`config.mk`:
```
export PLATFORM = sky130hd
export DESIGN_NAME = fetch_unit
export DESIGN_NICKNAME = d
export VERILOG_FILES = /design/src/rtl/fetch_unit.sv
export SDC_FILE = /design/constraint.sdc
export NUM_CORES = 1
export LEC_CHECK = 0
export BUFFER_PORTS_ARGS = -buffer_cell sky130_fd_sc_hd__buf_4
export CORE_ASPECT_RATIO = 1.1
export CORE_MARGIN = 2
export CORE_UTILIZATION = 30
export CTS_CLUSTER_DIAMETER = 50
export CTS_CLUSTER_SIZE = 30
export DETAILED_ROUTE_END_ITERATION = 7
export PLACE_DENSITY = 0.6
export SLEW_MARGIN = 20
export SYNTH_ARGS = -nofsm -noshare
export SYNTH_HDL_FRONTEND = slang
export SYNTH_SLANG_ARGS = --single-unit
```
`constraint.sdc`:
```
create_clock -name clk -period 5.8 [get_ports clk]
set_clock_uncertainty 0.2 [all_clocks]
set_input_delay 0.87 -clock clk [delete_from_list [all_inputs] [get_ports clk]]
set_output_delay 0.87 -clock clk [all_outputs]
set_load 0.02 [all_outputs]
```
`src/rtl/fetch_unit.sv`:
```
`default_nettype none
// ============================================================================
//  Module      : fetch_unit
//  Description : Instruction fetch stage sitting directly upstream of a
//                1-cycle registered-read instruction memory. Owns the program
//                counter, tracks the single read in flight, and presents each
//                instruction with its pc to decode over a valid/ready
//                handshake. Handles decode backpressure, branch/jump
//                redirects and start/halt of program execution.
//  Ports       : clk, rst_n (async, active-low)
//                start                       - begin/restart at RESET_PC
//                imem_pc    -> memory        - read address
//                imem_data  <- memory        - word read at previous edge
//                if_valid/if_instr/if_pc     - to decode
//                id_ready   <- decode        - fire = if_valid & id_ready
//                redirect/br_target          - branch/jump taken
//                halted                      - program finished
//                fetch_err                   - sticky bad redirect target
//                perf_fetched/perf_stall     - only with FETCH_PERF_EN
//  Config      : define FETCH_PERF_EN to add fire/stall performance counters
//  Revision    : 1.0 - initial release
// ============================================================================
module fetch_unit #(
    parameter int         MEM_DEPTH = 1000,
    parameter logic [9:0] RESET_PC  = 10'd0,
    parameter logic [9:0] LAST_PC   = 10'd8
) (
    input  logic        clk,
    input  logic        rst_n,
    input  logic        start,
    output logic [9:0]  imem_pc,
    input  logic [31:0] imem_data,
    output logic        if_valid,
    input  logic        id_ready,
    output logic [31:0] if_instr,
    output logic [9:0]  if_pc,
    input  logic        redirect,
    input  logic [9:0]  br_target,
    output logic        halted,
    output logic        fetch_err
`ifdef FETCH_PERF_EN
    ,
    output logic [15:0] perf_fetched,
    output logic [15:0] perf_stall
`endif
);

    // Highest legal pc; wrap happens here rather than at 1023.
    localparam logic [9:0] PC_MAX = 10'(MEM_DEPTH - 1);

    typedef enum logic [1:0] {
        S_IDLE = 2'd0,
        S_RUN  = 2'd1,
        S_HALT = 2'd2
    } state_t;

    state_t     state;
    state_t     state_nx;

    logic [9:0] pc_q;       // next address to issue
    logic [9:0] pc_d1;      // address of the read currently in flight
    logic       d1_v;       // read in flight is valid

    logic       run;
    logic       issue;
    logic       fire;
    logic       halt_fire;
    logic       leave;
    logic       target_ok;
    logic [9:0] pc_inc;

    assign run       = (state == S_RUN);
    assign issue     = run & ~redirect & (~d1_v | id_ready);
    assign if_valid  = run & d1_v & ~redirect;
    assign fire      = if_valid & id_ready;
    assign halt_fire = fire & (pc_d1 == LAST_PC);
    // start only has effect from IDLE or HALT.
    assign leave     = start & ~run;
    assign target_ok = (br_target <= PC_MAX);
    assign pc_inc    = (pc_q == PC_MAX) ? 10'd0 : pc_q + 10'd1;

    // When not issuing, re-read the presented address so imem_data stays
    // stable through a stall without needing a skid buffer.
    assign imem_pc   = issue ? pc_q : pc_d1;
    assign if_pc     = pc_d1;
    assign if_instr  = imem_data;
    assign halted    = (state == S_HALT);

    // ------------------------------------------------------------------
    // FSM
    // ------------------------------------------------------------------
    always_ff @(posedge clk or negedge rst_n) begin
        if (!rst_n) begin
            state <= S_IDLE;
        end else begin
            state <= state_nx;
        end
    end

    always_comb begin
        state_nx = state;
        case (state)
            S_IDLE:  if (start)     state_nx = S_RUN;
            S_RUN:   if (halt_fire) state_nx = S_HALT;
            S_HALT:  if (start)     state_nx = S_RUN;
            default:                state_nx = S_IDLE;
        endcase
    end

    // ------------------------------------------------------------------
    // PC / in-flight tracking
    // ------------------------------------------------------------------
    always_ff @(posedge clk or negedge rst_n) begin
        if (!rst_n) begin
            pc_q      <= RESET_PC;
            pc_d1     <= RESET_PC;
            d1_v      <= 1'b0;
            fetch_err <= 1'b0;
        end else if (leave) begin
            pc_q      <= RESET_PC;
            d1_v      <= 1'b0;
            fetch_err <= 1'b0;
        end else if (run) begin
            if (redirect) begin
                d1_v <= 1'b0;
                if (target_ok) begin
                    pc_q <= br_target;
                end else begin
                    pc_q      <= 10'd0;
                    fetch_err <= 1'b1;
                end
            end else if (halt_fire) begin
                // The fetch past LAST_PC issued this cycle is dropped.
                d1_v <= 1'b0;
            end else if (issue) begin
                pc_d1 <= pc_q;
                d1_v  <= 1'b1;
                pc_q  <= pc_inc;
            end else if (fire) begin
                d1_v <= 1'b0;
            end
        end
    end

`ifdef FETCH_PERF_EN
    // ------------------------------------------------------------------
    // Saturating performance counters, cleared when execution starts
    // ------------------------------------------------------------------
    always_ff @(posedge clk or negedge rst_n) begin
        if (!rst_n) begin
            perf_fetched <= 16'd0;
            perf_stall   <= 16'd0;
        end else if (leave) begin
            perf_fetched <= 16'd0;
            perf_stall   <= 16'd0;
        end else begin
            if (fire && (perf_fetched != 16'hFFFF)) begin
                perf_fetched <= perf_fetched + 16'd1;
            end
            if (if_valid && !id_ready && (perf_stall != 16'hFFFF)) begin
                perf_stall <= perf_stall + 16'd1;
            end
        end
    end
`endif

endmodule
`default_nettype wire

```
==> metrics.txt, run 1 <==
# TYPE chip_impl_metric gauge
chip_impl_info{name="status",value="finished, final reports clean"} 1
chip_impl_metric{name="maxCapViolCount",unit=""} 0
chip_impl_info{name="layout.cells.most_common",value="sky130_fd_sc_hd__buf_4"} 1
chip_impl_metric{name="synth_warnings",unit=""} 0
chip_impl_metric{name="cts.repair.resized",unit=""} 0
chip_impl_metric{name="initial_detailed_routing_violation_count",unit=""} 77
chip_impl_metric{name="io_pins",unit=""} 102
chip_impl_metric{name="power.sequential.fraction",unit="%"} 35.2
chip_impl_metric{name="p_leak",unit="uW"} 0.000822
chip_impl_info{name="grt_setup_unrepaired",value="false"} 1
chip_impl_info{name="synth.largest_area_cell",value="sky130_fd_sc_hd__dfrtp_1"} 1
chip_impl_metric{name="cts.sinks",unit=""} 24
chip_impl_metric{name="whs",unit="ns"} 0.290
chip_impl_metric{name="pwr-share-comb",unit="%"} 53.6
chip_impl_metric{name="holdBufCountCts",unit=""} 0
chip_impl_metric{name="switching_share",unit="%"} 44.5
chip_impl_metric{name="synth-edff-count",unit=""} 0
chip_impl_metric{name="route.final.wire_length",unit="mm"} 4.05
chip_impl_metric{name="antenna_cells_inserted",unit=""} 0
chip_impl_metric{name="cts_max_path_buffers",unit=""} 2
chip_impl_metric{name="utilization",unit="%"} 33.2
chip_impl_metric{name="postSynthAreaPerCell",unit="sq um"} 9.54
chip_impl_metric{name="cts_htree_levels",unit=""} 1
chip_impl_info{name="r2r_start",value="state[0]"} 1
chip_impl_metric{name="detailroute.via_count",unit=""} 1335
chip_impl_metric{name="worstSkewPairLatency",unit="ns"} 0.26
chip_impl_metric{name="grt_first_pass_wirelength",unit="mm"} 6.61
chip_impl_metric{name="irDropWorstVdd",unit="mV"} 0.183
chip_impl_info{name="clockRootBuffer",value="sky130_fd_sc_hd__clkbuf_8"} 1
chip_impl_metric{name="post_synthesis_cell_count",unit=""} 182
chip_impl_metric{name="detail_route.wl_per_cell",unit="microns"} 15.4
chip_impl_metric{name="via_count_of_the_first_global_routing_pass",unit=""} 1321
chip_impl_metric{name="placed_cells_incl_taps",unit=""} 258
chip_impl_metric{name="worstMarginPinSlew",unit="ns"} 0.932
chip_impl_info{name="tritoncts_clock_tree",value="done"} 1
chip_impl_metric{name="yosys.area.top_type_share",unit="%"} 34.6
chip_impl_metric{name="post_cts_buffers",unit=""} 0
chip_impl_metric{name="count_of_endpoints_failing_hold_in_the_final_timing_report",unit=""} 0
chip_impl_metric{name="number_of_remaining_drc_errors",unit=""} 0
chip_impl_info{name="ys.flop_type",value="sky130_fd_sc_hd__dfrtp_1"} 1
chip_impl_metric{name="grt_util_all_layers",unit="%"} 12.8
chip_impl_metric{name="worst_ep_required_time",unit="ns"} 4.73
chip_impl_metric{name="worst-r2r-cell-count",unit=""} 5
chip_impl_metric{name="postSynthNetCount",unit=""} 230
chip_impl_metric{name="layout_worst_path_cycle_share",unit="%"} 55.5
chip_impl_metric{name="p_int",unit="uW"} 564
chip_impl_info{name="critPathCaptureType",value="output pin"} 1
chip_impl_metric{name="num_rows",unit=""} 29
chip_impl_metric{name="core-area",unit="sq um"} 5700
chip_impl_metric{name="layout_min_cycle_time",unit="ns"} 3.22
chip_impl_metric{name="initial_util",unit="%"} 30.5
chip_impl_metric{name="fin_cells",unit=""} 262
chip_impl_metric{name="fmax",unit="GHz"} 0.311
chip_impl_metric{name="fin_nets",unit=""} 234
chip_impl_metric{name="final_antenna_net_count",unit=""} 0
chip_impl_info{name="top_library_cells_by_usage_in_the_layout_fill_and_taps_aside",value="sky130_fd_sc_hd__buf_4 (38), sky130_fd_sc_hd__dfrtp_1 (24), sky130_fd_sc_hd__nand2_1 (14), sky130_fd_sc_hd__a22o_1 (12)"} 1
chip_impl_metric{name="async_flop_share",unit="%"} 100
chip_impl_metric{name="p_switching",unit="uW"} 452
chip_impl_info{name="min_path_type",value="in -> async"} 1
chip_impl_metric{name="detail_route.first_pass.iterations",unit=""} 4
chip_impl_metric{name="syn_to_final_growth",unit="%"} 8.79
chip_impl_info{name="critPathLaunch",value="redirect"} 1
chip_impl_metric{name="cts.clk_slew.worst_paths",unit="ns"} 0.08
chip_impl_metric{name="slew_headroom",unit="%"} 37.8
chip_impl_metric{name="ratio_of_routed_vias_to_standard_cells",unit=""} 5.10
chip_impl_metric{name="floorplan_die_area",unit="sq um"} 6410
chip_impl_metric{name="setup_viol_count_final",unit=""} 0
chip_impl_info{name="post_synth_main_area_contributors",value="sky130_fd_sc_hd__dfrtp_1 (35%), sky130_fd_sc_hd__buf_4 (14%), sky130_fd_sc_hd__mux2_2 (6.5%)"} 1
chip_impl_metric{name="crit_fanout",unit=""} 21
chip_impl_metric{name="dieWidth",unit="microns"} 76.5
chip_impl_metric{name="port_buffers",unit=""} 37
chip_impl_metric{name="synth.yosys.seq_area_share",unit="%"} 34.6
chip_impl_metric{name="synth-seq-cells",unit=""} 24
chip_impl_metric{name="synth_area",unit="sq um"} 1740
chip_impl_metric{name="filler_cell_count",unit=""} 591
chip_impl_metric{name="synth.distinct_cells",unit=""} 46
chip_impl_metric{name="count_of_final_max_slew_check_failures",unit=""} 0
chip_impl_metric{name="hpwl",unit="mm"} 2.99
chip_impl_metric{name="grt_start_max_net_pins",unit=""} 25
chip_impl_info{name="setup.worst_path.start_class",value="input pin"} 1
chip_impl_metric{name="totalNegativeSetupSlack",unit="ns"} 0
chip_impl_metric{name="grt.overflow.total",unit=""} 0
chip_impl_metric{name="final_layout_size_suffix_gt1_share",unit="%"} 36.8
chip_impl_metric{name="cp.arrival",unit="ns"} 2.15
chip_impl_metric{name="cellPowerDensity",unit="nW/um^2"} 537
chip_impl_metric{name="clkPwrFrac",unit="%"} 11.2
chip_impl_metric{name="finalWeightedCongestion",unit=""} 0.796
chip_impl_info{name="critPathKind",value="in -> out"} 1
chip_impl_metric{name="cts-buffers-inserted",unit=""} 3
chip_impl_metric{name="die_y",unit="microns"} 83.8
chip_impl_metric{name="antenna_found_initial",unit=""} 0
chip_impl_metric{name="fin_total_pwr",unit="uW"} 1020
[per-layer routing]
metal / global-route usage, % / up-vias / share of wire [%]
li1: - / 643 / -
met1: 16.8 / 634 / 46
met2: 20.3 / 48 / 46
met3: 3.25 / 10 / 6.2
met4: 4.46 / 0 / 1.4
met5: 0 / - / 0
[flip-flops by register name, summed over array words and instances, names as in the netlist]
| signal | flops |
|---|---|
| pc_q | 10 |
| fetch_err | 1 |
| d1_v | 1 |
| state | 2 |
| if_pc | 10 |
[path summary, 6_finish.rpt]
path,slack (ns),endpoint
max,2.58,imem_pc[4]
min,0.29,if_pc[0]
max reg2reg,3.25,if_pc[3]
min reg2reg,0.33,fetch_err
max in group asynchronous,4.87,if_pc[7]
min in group clk,0.33,fetch_err
[worst max-delay path: stages]
cell                      delay, ns
sky130_fd_sc_hd__buf_4         0.16
sky130_fd_sc_hd__nor3b_1       0.33
sky130_fd_sc_hd__o21ai_1       0.11
sky130_fd_sc_hd__buf_4         0.22
sky130_fd_sc_hd__mux2_2        0.29
sky130_fd_sc_hd__buf_4         0.16
[power by group through the flow]
stage / Sequential [uW] / Combinational [uW] / Clock [uW]
4_1_cts: 354 / 549 / 118
6_report: 357 / 544 / 114
5_1_grt: 372 / 591 / 123
3_3_place_gp: 356 / 543 / 0
3_5_place_dp: 357 / 546 / 0
2_1_floorplan: 353 / 387 / 0
[metrics by stage]
step,setup WS (ns),cell area (sq um)
6_report,2.58,1890
5_1_grt,2.47,1890
4_1_cts,2.58,1890
3_5_place_dp,2.59,1830
3_3_place_gp,2.60,1830
2_1_floorplan,2.70,1740
[Yosys cell counts (all sizes together), types with 2 or more instances]
| library cell | instances |
|---|---|
| o211ai | 3 |
| nand4 | 2 |
| or3b | 2 |
| nand3 | 10 |
| a31oi | 2 |
| a22o | 16 |
| a22oi | 2 |
| nor2 | 7 |
| and2 | 3 |
| nor2b | 2 |
| o21ai | 9 |
| inv | 4 |
| a21boi | 2 |
| buf | 36 |
| nand2b | 2 |
| or4 | 2 |
| a21oi | 4 |
| nor3b | 4 |
| o31ai | 3 |
| o22ai | 2 |
| mux2 | 10 |
| dfrtp | 24 |
| nand2 | 14 |
| clkbuf | 3 |
| nor3 | 2 |
[kinds of logic (layout without fill, tap and decap cells)]
family / after synthesis / in the layout / share of synthesized area (%)
simple gates: 53 / 53 / 16.8
compound gates: 51 / 51 / 24.2
buf+inv: 43 / 46 / 17.2
flops: 24 / 24 / 34.6
mux: 10 / 10 / 6.48
fa+ha+maj: 1 / 1 / 0.720
[final cells by class]
| type | instances | area (sq um) | share of cell area [%] |
|---|---|---|---|
| Timing Repair Buffer | 38 | 285 | 15.1 |
| Sequential cell | 24 | 601 | 31.8 |
| Tap cell | 77 | 96.3 | 5.10 |
| Clock buffer | 4 | 55.1 | 2.91 |
| Inverter | 4 | 15.0 | 0.795 |
| Multi-Input combinational cell | 115 | 837 | 44.3 |
Power figures use the tool's default switching activity.
==> inputs of run 2 (changes only) <==
ABC_AREA = 1   (was unset)
PLACE_DENSITY = 0.58   (was 0.6)
clock period = 3.05 ns   (was 5.8 ns; I/O delays follow)
==> metrics.txt, run 2 <==
# TYPE chip_impl_metric gauge
chip_impl_metric{name="antenna_found_initial",unit=""} 0
chip_impl_metric{name="slew_headroom",unit="%"} 79.0
chip_impl_metric{name="placed_cells_incl_taps",unit=""} 359
chip_impl_metric{name="detail_route.wl_per_cell",unit="microns"} 12.4
chip_impl_metric{name="postSynthAreaPerCell",unit="sq um"} 6.92
chip_impl_metric{name="cts.sinks",unit=""} 24
chip_impl_metric{name="num_rows",unit=""} 30
chip_impl_metric{name="met3RoutedLength",unit="microns"} 339
chip_impl_metric{name="count_of_final_max_slew_check_failures",unit=""} 0
chip_impl_metric{name="irDropWorstVdd",unit="mV"} 0.339
chip_impl_metric{name="synth-seq-cells",unit=""} 24
chip_impl_metric{name="via_count_of_the_first_global_routing_pass",unit=""} 1593
chip_impl_metric{name="port_buffers",unit=""} 37
chip_impl_metric{name="filler_cell_count",unit=""} 691
chip_impl_metric{name="synth-edff-count",unit=""} 0
chip_impl_metric{name="final_layout_size_suffix_gt1_share",unit="%"} 23.0
chip_impl_metric{name="cts-buffers-inserted",unit=""} 3
chip_impl_metric{name="number_of_remaining_drc_errors",unit=""} 0
chip_impl_metric{name="worstMarginPinSlew",unit="ns"} 0.315
chip_impl_metric{name="worst_ep_required_time",unit="ns"} 2.39
chip_impl_metric{name="cellPowerDensity",unit="nW/um^2"} 915
chip_impl_metric{name="core-area",unit="sq um"} 6190
chip_impl_info{name="min_path_type",value="in -> reg"} 1
chip_impl_metric{name="fin_nets",unit=""} 333
chip_impl_metric{name="maxCapViolCount",unit=""} 0
chip_impl_metric{name="yosys.area.top_type_share",unit="%"} 31.1
chip_impl_metric{name="io_pins",unit=""} 102
chip_impl_metric{name="async_flop_share",unit="%"} 100
chip_impl_metric{name="cts_htree_levels",unit=""} 1
chip_impl_metric{name="detailroute.via_count",unit=""} 1677
chip_impl_metric{name="layout_worst_path_cycle_share",unit="%"} 76.2
chip_impl_metric{name="grt_start_max_net_pins",unit=""} 25
chip_impl_metric{name="cts_max_path_buffers",unit=""} 2
chip_impl_info{name="top_library_cells_by_usage_in_the_layout_fill_and_taps_aside",value="sky130_fd_sc_hd__nand2_1 (88), sky130_fd_sc_hd__buf_4 (37), sky130_fd_sc_hd__nand3_1 (28), sky130_fd_sc_hd__inv_1 (24), sky130_fd_sc_hd__dfrtp_1 (24)"} 1
chip_impl_metric{name="post_synthesis_cell_count",unit=""} 279
chip_impl_metric{name="synth.yosys.seq_area_share",unit="%"} 31.1
chip_impl_metric{name="hpwl",unit="mm"} 3.52
chip_impl_info{name="setup.worst_path.start_class",value="flip-flop"} 1
chip_impl_metric{name="setup_viol_count_final",unit=""} 0
chip_impl_metric{name="p_switching",unit="uW"} 940
chip_impl_metric{name="detail_route.first_pass.iterations",unit=""} 4
chip_impl_metric{name="p_int",unit="uW"} 952
chip_impl_metric{name="postSynthNetCount",unit=""} 327
chip_impl_metric{name="met2WireLength",unit="mm"} 1.86
chip_impl_metric{name="cts.clk_slew.worst_paths",unit="ns"} 0.08
chip_impl_metric{name="fin_cells",unit=""} 363
chip_impl_info{name="post_synth_main_area_contributors",value="sky130_fd_sc_hd__dfrtp_1 (31%), sky130_fd_sc_hd__nand2_1 (17%), sky130_fd_sc_hd__buf_4 (12%)"} 1
chip_impl_metric{name="floorplan_die_area",unit="sq um"} 7090
chip_impl_metric{name="cts.repair.resized",unit=""} 0
chip_impl_metric{name="dieWidth",unit="microns"} 80.5
chip_impl_info{name="uppermost_layer_routed",value="met4"} 1
chip_impl_metric{name="grt.overflow.total",unit=""} 0
chip_impl_metric{name="utilization",unit="%"} 33.4
chip_impl_metric{name="whs",unit="ns"} 0.251
chip_impl_info{name="clockRootBuffer",value="sky130_fd_sc_hd__clkbuf_8"} 1
chip_impl_metric{name="power.sequential.fraction",unit="%"} 33.3
chip_impl_info{name="synthMostInstantiatedCell",value="sky130_fd_sc_hd__nand2_1"} 1
chip_impl_metric{name="initial_util",unit="%"} 31.2
chip_impl_metric{name="pwr-share-comb",unit="%"} 56.6
chip_impl_metric{name="ratio_of_routed_vias_to_standard_cells",unit=""} 4.62
chip_impl_info{name="ys.flop_type",value="sky130_fd_sc_hd__dfrtp_1"} 1
chip_impl_info{name="status",value="finished, final reports clean"} 1
chip_impl_info{name="critPathCaptureType",value="output pin"} 1
chip_impl_metric{name="worstSkewPairLatency",unit="ns"} 0.27
chip_impl_info{name="critPathKind",value="reg -> out"} 1
chip_impl_info{name="grt_setup_unrepaired",value="false"} 1
chip_impl_metric{name="count_of_endpoints_failing_hold_in_the_final_timing_report",unit=""} 0
chip_impl_metric{name="fmax",unit="GHz"} 0.430
chip_impl_metric{name="crit_fanout",unit=""} 14
chip_impl_metric{name="clkPwrFrac",unit="%"} 10.1
chip_impl_info{name="synth_commonest_cells",value="sky130_fd_sc_hd__nand2_1 (88), sky130_fd_sc_hd__buf_4 (32), sky130_fd_sc_hd__nand3_1 (28)"} 1
chip_impl_metric{name="antenna_cells_inserted",unit=""} 0
chip_impl_metric{name="switching_share",unit="%"} 49.7
chip_impl_metric{name="syn_to_final_growth",unit="%"} 7.20
chip_impl_metric{name="grt_util_all_layers",unit="%"} 13.6
chip_impl_metric{name="layout_min_cycle_time",unit="ns"} 2.32
chip_impl_metric{name="wl_met1",unit="mm"} 2.20
chip_impl_metric{name="synth_warnings",unit=""} 0
chip_impl_metric{name="finalWeightedCongestion",unit=""} 0.868
chip_impl_metric{name="p_leak",unit="uW"} 0.00108
chip_impl_metric{name="grt_first_pass_wirelength",unit="mm"} 7.61
chip_impl_metric{name="totalNegativeSetupSlack",unit="ns"} 0
chip_impl_info{name="tritoncts_clock_tree",value="done"} 1
chip_impl_metric{name="final_antenna_net_count",unit=""} 0
chip_impl_info{name="synth.largest_area_cell",value="sky130_fd_sc_hd__dfrtp_1"} 1
chip_impl_metric{name="synth_area",unit="sq um"} 1930
chip_impl_info{name="layout.cells.most_common",value="sky130_fd_sc_hd__nand2_1"} 1
chip_impl_metric{name="route.final.wire_length",unit="mm"} 4.48
chip_impl_metric{name="initial_detailed_routing_violation_count",unit=""} 99
chip_impl_metric{name="cp.arrival",unit="ns"} 1.67
chip_impl_metric{name="die_y",unit="microns"} 88.1
chip_impl_metric{name="synth.distinct_cells",unit=""} 28
[run 2: metrics by stage]
stage	total power (uW)	area [sq um]	setup slack, ns
after floorplan	1390	1930	1.20
after global placement	1710	2020	0.974
after detailed placement	1710	2020	0.940
after CTS	1910	2070	0.714
after global routing	2070	2070	0.597
final	1890	2070	0.726
[run 2: layout make-up]
type	instances	area, sq um	area share [%]
well taps	80	100	4.84
flip-flops and latches	24	601	29.0
inverters	28	113	5.44
multi-input cells	190	926	44.8
repair buffers	38	288	13.9
clock buffers	3	41.3	2.00
[run 2: metal layers]
layer / track usage [%] / vias to the layer above
li1: - / 868
met1: 19.5 / 747
met2: 20.2 / 54
met3: 2.78 / 8
met4: 4.93 / 0
met5: 0 / -
[run 2: logic make-up after synthesis]
logic type | after synthesis | share of synthesized area [%]
and+or+nand+nor | 154 | 35.9
buffers and inverters | 65 | 20.9
AOI/OAI and AO/OA | 34 | 11.0
DFF | 24 | 31.1
xor gates and xnor gates | 1 | 0.454
adders and majority gates | 1 | 0.648
[run 2: power by group through the flow]
stage | clock network [uW] | logic, uW | registers (uW)
after floorplan | 0 | 719 | 668
after global placement | 0 | 1080 | 634
after detailed placement | 0 | 1080 | 637
after CTS | 198 | 1080 | 632
after global routing | 209 | 1210 | 652
final | 190 | 1070 | 631
[run 2: final timing paths]
kind | from | to | slack, ns | cells after the start
worst max-delay path | state[1] | imem_pc[5] | 0.73 | 8
worst min-delay path | start | state[1] | 0.25 | 4
worst max register to register | pc_q[0] | pc_q[4] | 1.24 | 8
worst min register to register | fetch_err | fetch_err | 0.32 | 1
max in group asynchronous | rst_n | pc_q[7] | 1.98 | 2
min in group asynchronous | rst_n | if_pc[5] | 0.42 | 2
[run 2: worst max-delay path, stage by stage, from the launching register on]
cell and delay, ns:
sky130_fd_sc_hd__dfrtp_1 0.36, sky130_fd_sc_hd__inv_1 0.11, sky130_fd_sc_hd__nand2_2 0.13, sky130_fd_sc_hd__nor2_8 0.15, sky130_fd_sc_hd__nand2_4 0.15, sky130_fd_sc_hd__clkinv_4 0.12
sky130_fd_sc_hd__nand2_1 0.06, sky130_fd_sc_hd__o21ai_1 0.13, sky130_fd_sc_hd__buf_4 0.18
[run 2: repair_timing]
item | in CTS | in global routing
hold endpoints to repair | 24 | 0
setup buffers | 0 | 0
hold buffers | 1 | 0
==> inputs of run 3 (changes only) <==
ABC_AREA = 0   (was 1)
PLACE_DENSITY = 0.6   (was 0.58)
clock period = 2.3 ns   (was 3.05 ns; I/O delays follow)
==> metrics.txt, run 3 (synthesis results as in run 1) <==
# TYPE chip_impl_metric gauge
chip_impl_metric{name="hpwl",unit="mm"} 3.08
chip_impl_metric{name="switching_share",unit="%"} 44.3
chip_impl_info{name="timing.critical_path.slowest_stage_cell",value="sky130_fd_sc_hd__dfrtp_1"} 1
chip_impl_metric{name="number_of_remaining_drc_errors",unit=""} 0
chip_impl_metric{name="cts.clk_slew.worst_paths",unit="ns"} 0.09
chip_impl_info{name="tritoncts_clock_tree",value="done"} 1
chip_impl_metric{name="utilization",unit="%"} 34.6
chip_impl_info{name="clockRootBuffer",value="sky130_fd_sc_hd__clkbuf_8"} 1
chip_impl_metric{name="totalNegativeSetupSlack",unit="ns"} 0
chip_impl_metric{name="clkPwrFrac",unit="%"} 9.6
chip_impl_metric{name="port_buffers",unit=""} 37
chip_impl_metric{name="grt_util_all_layers",unit="%"} 12.5
chip_impl_metric{name="detail_route.first_pass.iterations",unit=""} 5
chip_impl_metric{name="wl_met1",unit="mm"} 1.97
chip_impl_metric{name="max_stage_delay",unit="ns"} 0.43
chip_impl_metric{name="setup_viol_count_final",unit=""} 0
chip_impl_metric{name="p_int",unit="uW"} 1460
chip_impl_metric{name="antenna_cells_inserted",unit=""} 0
chip_impl_metric{name="dieWidth",unit="microns"} 76.5
chip_impl_metric{name="initial_util",unit="%"} 30.5
chip_impl_metric{name="final_antenna_net_count",unit=""} 0
chip_impl_metric{name="met3RoutedLength",unit="microns"} 233
chip_impl_metric{name="grt_start_max_net_pins",unit=""} 25
chip_impl_info{name="top_library_cells_by_usage_in_the_layout_fill_and_taps_aside",value="sky130_fd_sc_hd__buf_4 (47), sky130_fd_sc_hd__dfrtp_1 (24), sky130_fd_sc_hd__nand2_1 (14), sky130_fd_sc_hd__a22o_1 (12)"} 1
chip_impl_metric{name="maxCapViolCount",unit=""} 0
chip_impl_metric{name="detailroute.via_count",unit=""} 1370
chip_impl_info{name="grt_setup_unrepaired",value="false"} 1
chip_impl_metric{name="fmax",unit="GHz"} 0.458
chip_impl_metric{name="initial_detailed_routing_violation_count",unit=""} 99
chip_impl_metric{name="cts_max_path_buffers",unit=""} 2
chip_impl_metric{name="pwr-share-comb",unit="%"} 56.8
chip_impl_metric{name="num_rows",unit=""} 29
chip_impl_metric{name="grt.overflow.total",unit=""} 0
chip_impl_metric{name="route.final.wire_length",unit="mm"} 4.18
chip_impl_metric{name="cp.arrival",unit="ns"} 1.64
chip_impl_metric{name="fin_nets",unit=""} 245
chip_impl_metric{name="power.sequential.fraction",unit="%"} 33.6
chip_impl_metric{name="layout_worst_path_cycle_share",unit="%"} 94.9
chip_impl_metric{name="grt_first_pass_wirelength",unit="mm"} 6.51
chip_impl_info{name="status",value="finished, final reports clean"} 1
chip_impl_metric{name="layout_min_cycle_time",unit="ns"} 2.18
chip_impl_metric{name="fin_total_pwr",unit="uW"} 2630
chip_impl_metric{name="met2WireLength",unit="mm"} 1.92
chip_impl_metric{name="detail_route.wl_per_cell",unit="microns"} 15.4
chip_impl_metric{name="antenna_found_initial",unit=""} 0
chip_impl_metric{name="count_of_final_max_slew_check_failures",unit=""} 0
chip_impl_metric{name="floorplan_die_area",unit="sq um"} 6410
chip_impl_info{name="critical_path.top_delay_family",value="flip-flops"} 1
chip_impl_metric{name="core-area",unit="sq um"} 5700
chip_impl_metric{name="worst_ep_required_time",unit="ns"} 1.75
chip_impl_metric{name="syn_to_final_growth",unit="%"} 13.6
chip_impl_info{name="cp_cell_sequence",value="nor3b_2 -> o21ai_2 -> buf_6 -> mux2_2 -> buf_4"} 1
chip_impl_info{name="critPathCaptureType",value="output pin"} 1
chip_impl_metric{name="final_layout_size_suffix_gt1_share",unit="%"} 40.5
chip_impl_metric{name="io_pins",unit=""} 102
chip_impl_metric{name="p_switching",unit="uW"} 1160
chip_impl_metric{name="ratio_of_routed_vias_to_standard_cells",unit=""} 5.04
chip_impl_metric{name="worstMarginPinSlew",unit="ns"} 0.537
chip_impl_metric{name="worstSkewPairLatency",unit="ns"} 0.27
chip_impl_metric{name="cts.sinks",unit=""} 24
chip_impl_info{name="min_path_type",value="in -> reg"} 1
chip_impl_info{name="setup.worst_path.start_class",value="flip-flop"} 1
chip_impl_metric{name="slew_headroom",unit="%"} 64.2
chip_impl_metric{name="crit_fanout",unit=""} 8
chip_impl_info{name="uppermost_layer_routed",value="met4"} 1
chip_impl_metric{name="cellPowerDensity",unit="nW/um^2"} 1330
chip_impl_metric{name="p_leak",unit="uW"} 0.000873
chip_impl_metric{name="buffer_and_inverter_count_on_the_worst_path",unit=""} 2
chip_impl_metric{name="cts_htree_levels",unit=""} 1
chip_impl_metric{name="filler_cell_count",unit=""} 591
chip_impl_metric{name="finalWeightedCongestion",unit=""} 0.831
chip_impl_metric{name="die_y",unit="microns"} 83.8
chip_impl_metric{name="cts-buffers-inserted",unit=""} 3
chip_impl_metric{name="via_count_of_the_first_global_routing_pass",unit=""} 1297
chip_impl_metric{name="irDropWorstVdd",unit="mV"} 0.473
chip_impl_metric{name="count_of_endpoints_failing_hold_in_the_final_timing_report",unit=""} 0
chip_impl_info{name="layout.cells.most_common",value="sky130_fd_sc_hd__buf_4"} 1
chip_impl_info{name="critPathKind",value="reg -> out"} 1
run 3: worst min-delay path: stages:
cell and delay [ns]:
sky130_fd_sc_hd__buf_4 0.08, sky130_fd_sc_hd__nand2_1 0.04, sky130_fd_sc_hd__nand3_1 0.05
run 3: power groups by stage:
stage,registers [uW],logic [uW],clock network [uW]
6_report,882,1490,252
5_1_grt,922,1620,273
4_1_cts,881,1470,258
3_5_place_dp,890,1460,0
3_3_place_gp,889,1450,0
2_1_floorplan,891,975,0
run 3: final timing paths:
| kind | start | to | slack, ns | depth (start not counted) |
|---|---|---|---|---|
| min in group asynchronous | rst_n | if_pc[0] | 0.31 | 2 |
| max in group asynchronous | rst_n | pc_q[9] | 1.35 | 2 |
| worst max register to register | if_pc[2] | pc_q[5] | 0.22 | 5 |
| worst min register to register | fetch_err | fetch_err | 0.31 | 2 |
| worst max-delay path | state[0] | imem_pc[5] | 0.12 | 5 |
| worst min-delay path | br_target[9] | pc_q[9] | 0.09 | 3 |
run 3: layout make-up:
cell class                 instances  area [sq um]  area share, %
clock buffer                       3          41.3           2.09
inverter                           4          15.0          0.761
multi-input combinational        115           846           42.9
sequential                        24           601           30.4
tap                               77          96.3           4.88
timing repair buffer              49           374           19.0
run 3: what timing repair did:
item | in CTS | in global routing
hold endpoints to repair | 24 | 0
cloned | 0 | 1
hold buffers | 1 | 0
setup endpoints to repair | 3 | 9
setup buffers | 0 | 2
gates resized for setup | 1 | 3
run 3: stage by stage:
step                setup WS, ns  instances  area [sq um]  hold slack, ns
floorplan                  0.195        182          1740          -0.151
global placement           0.158        265          1890          0.0690
detailed placement         0.173        265          1890          0.0703
CTS                       0.0231        269          1940          0.0943
global route              0.0382        272          1970          0.0948
finish                     0.117        272          1970          0.0908
run 3: per-layer routing:
metal | GRT usage, % | vias to the layer above
met5 | 0 | -
met4 | 3.80 | 0
met3 | 2.49 | 13
met2 | 18.9 | 46
met1 | 18.1 | 646
li1 | - | 665
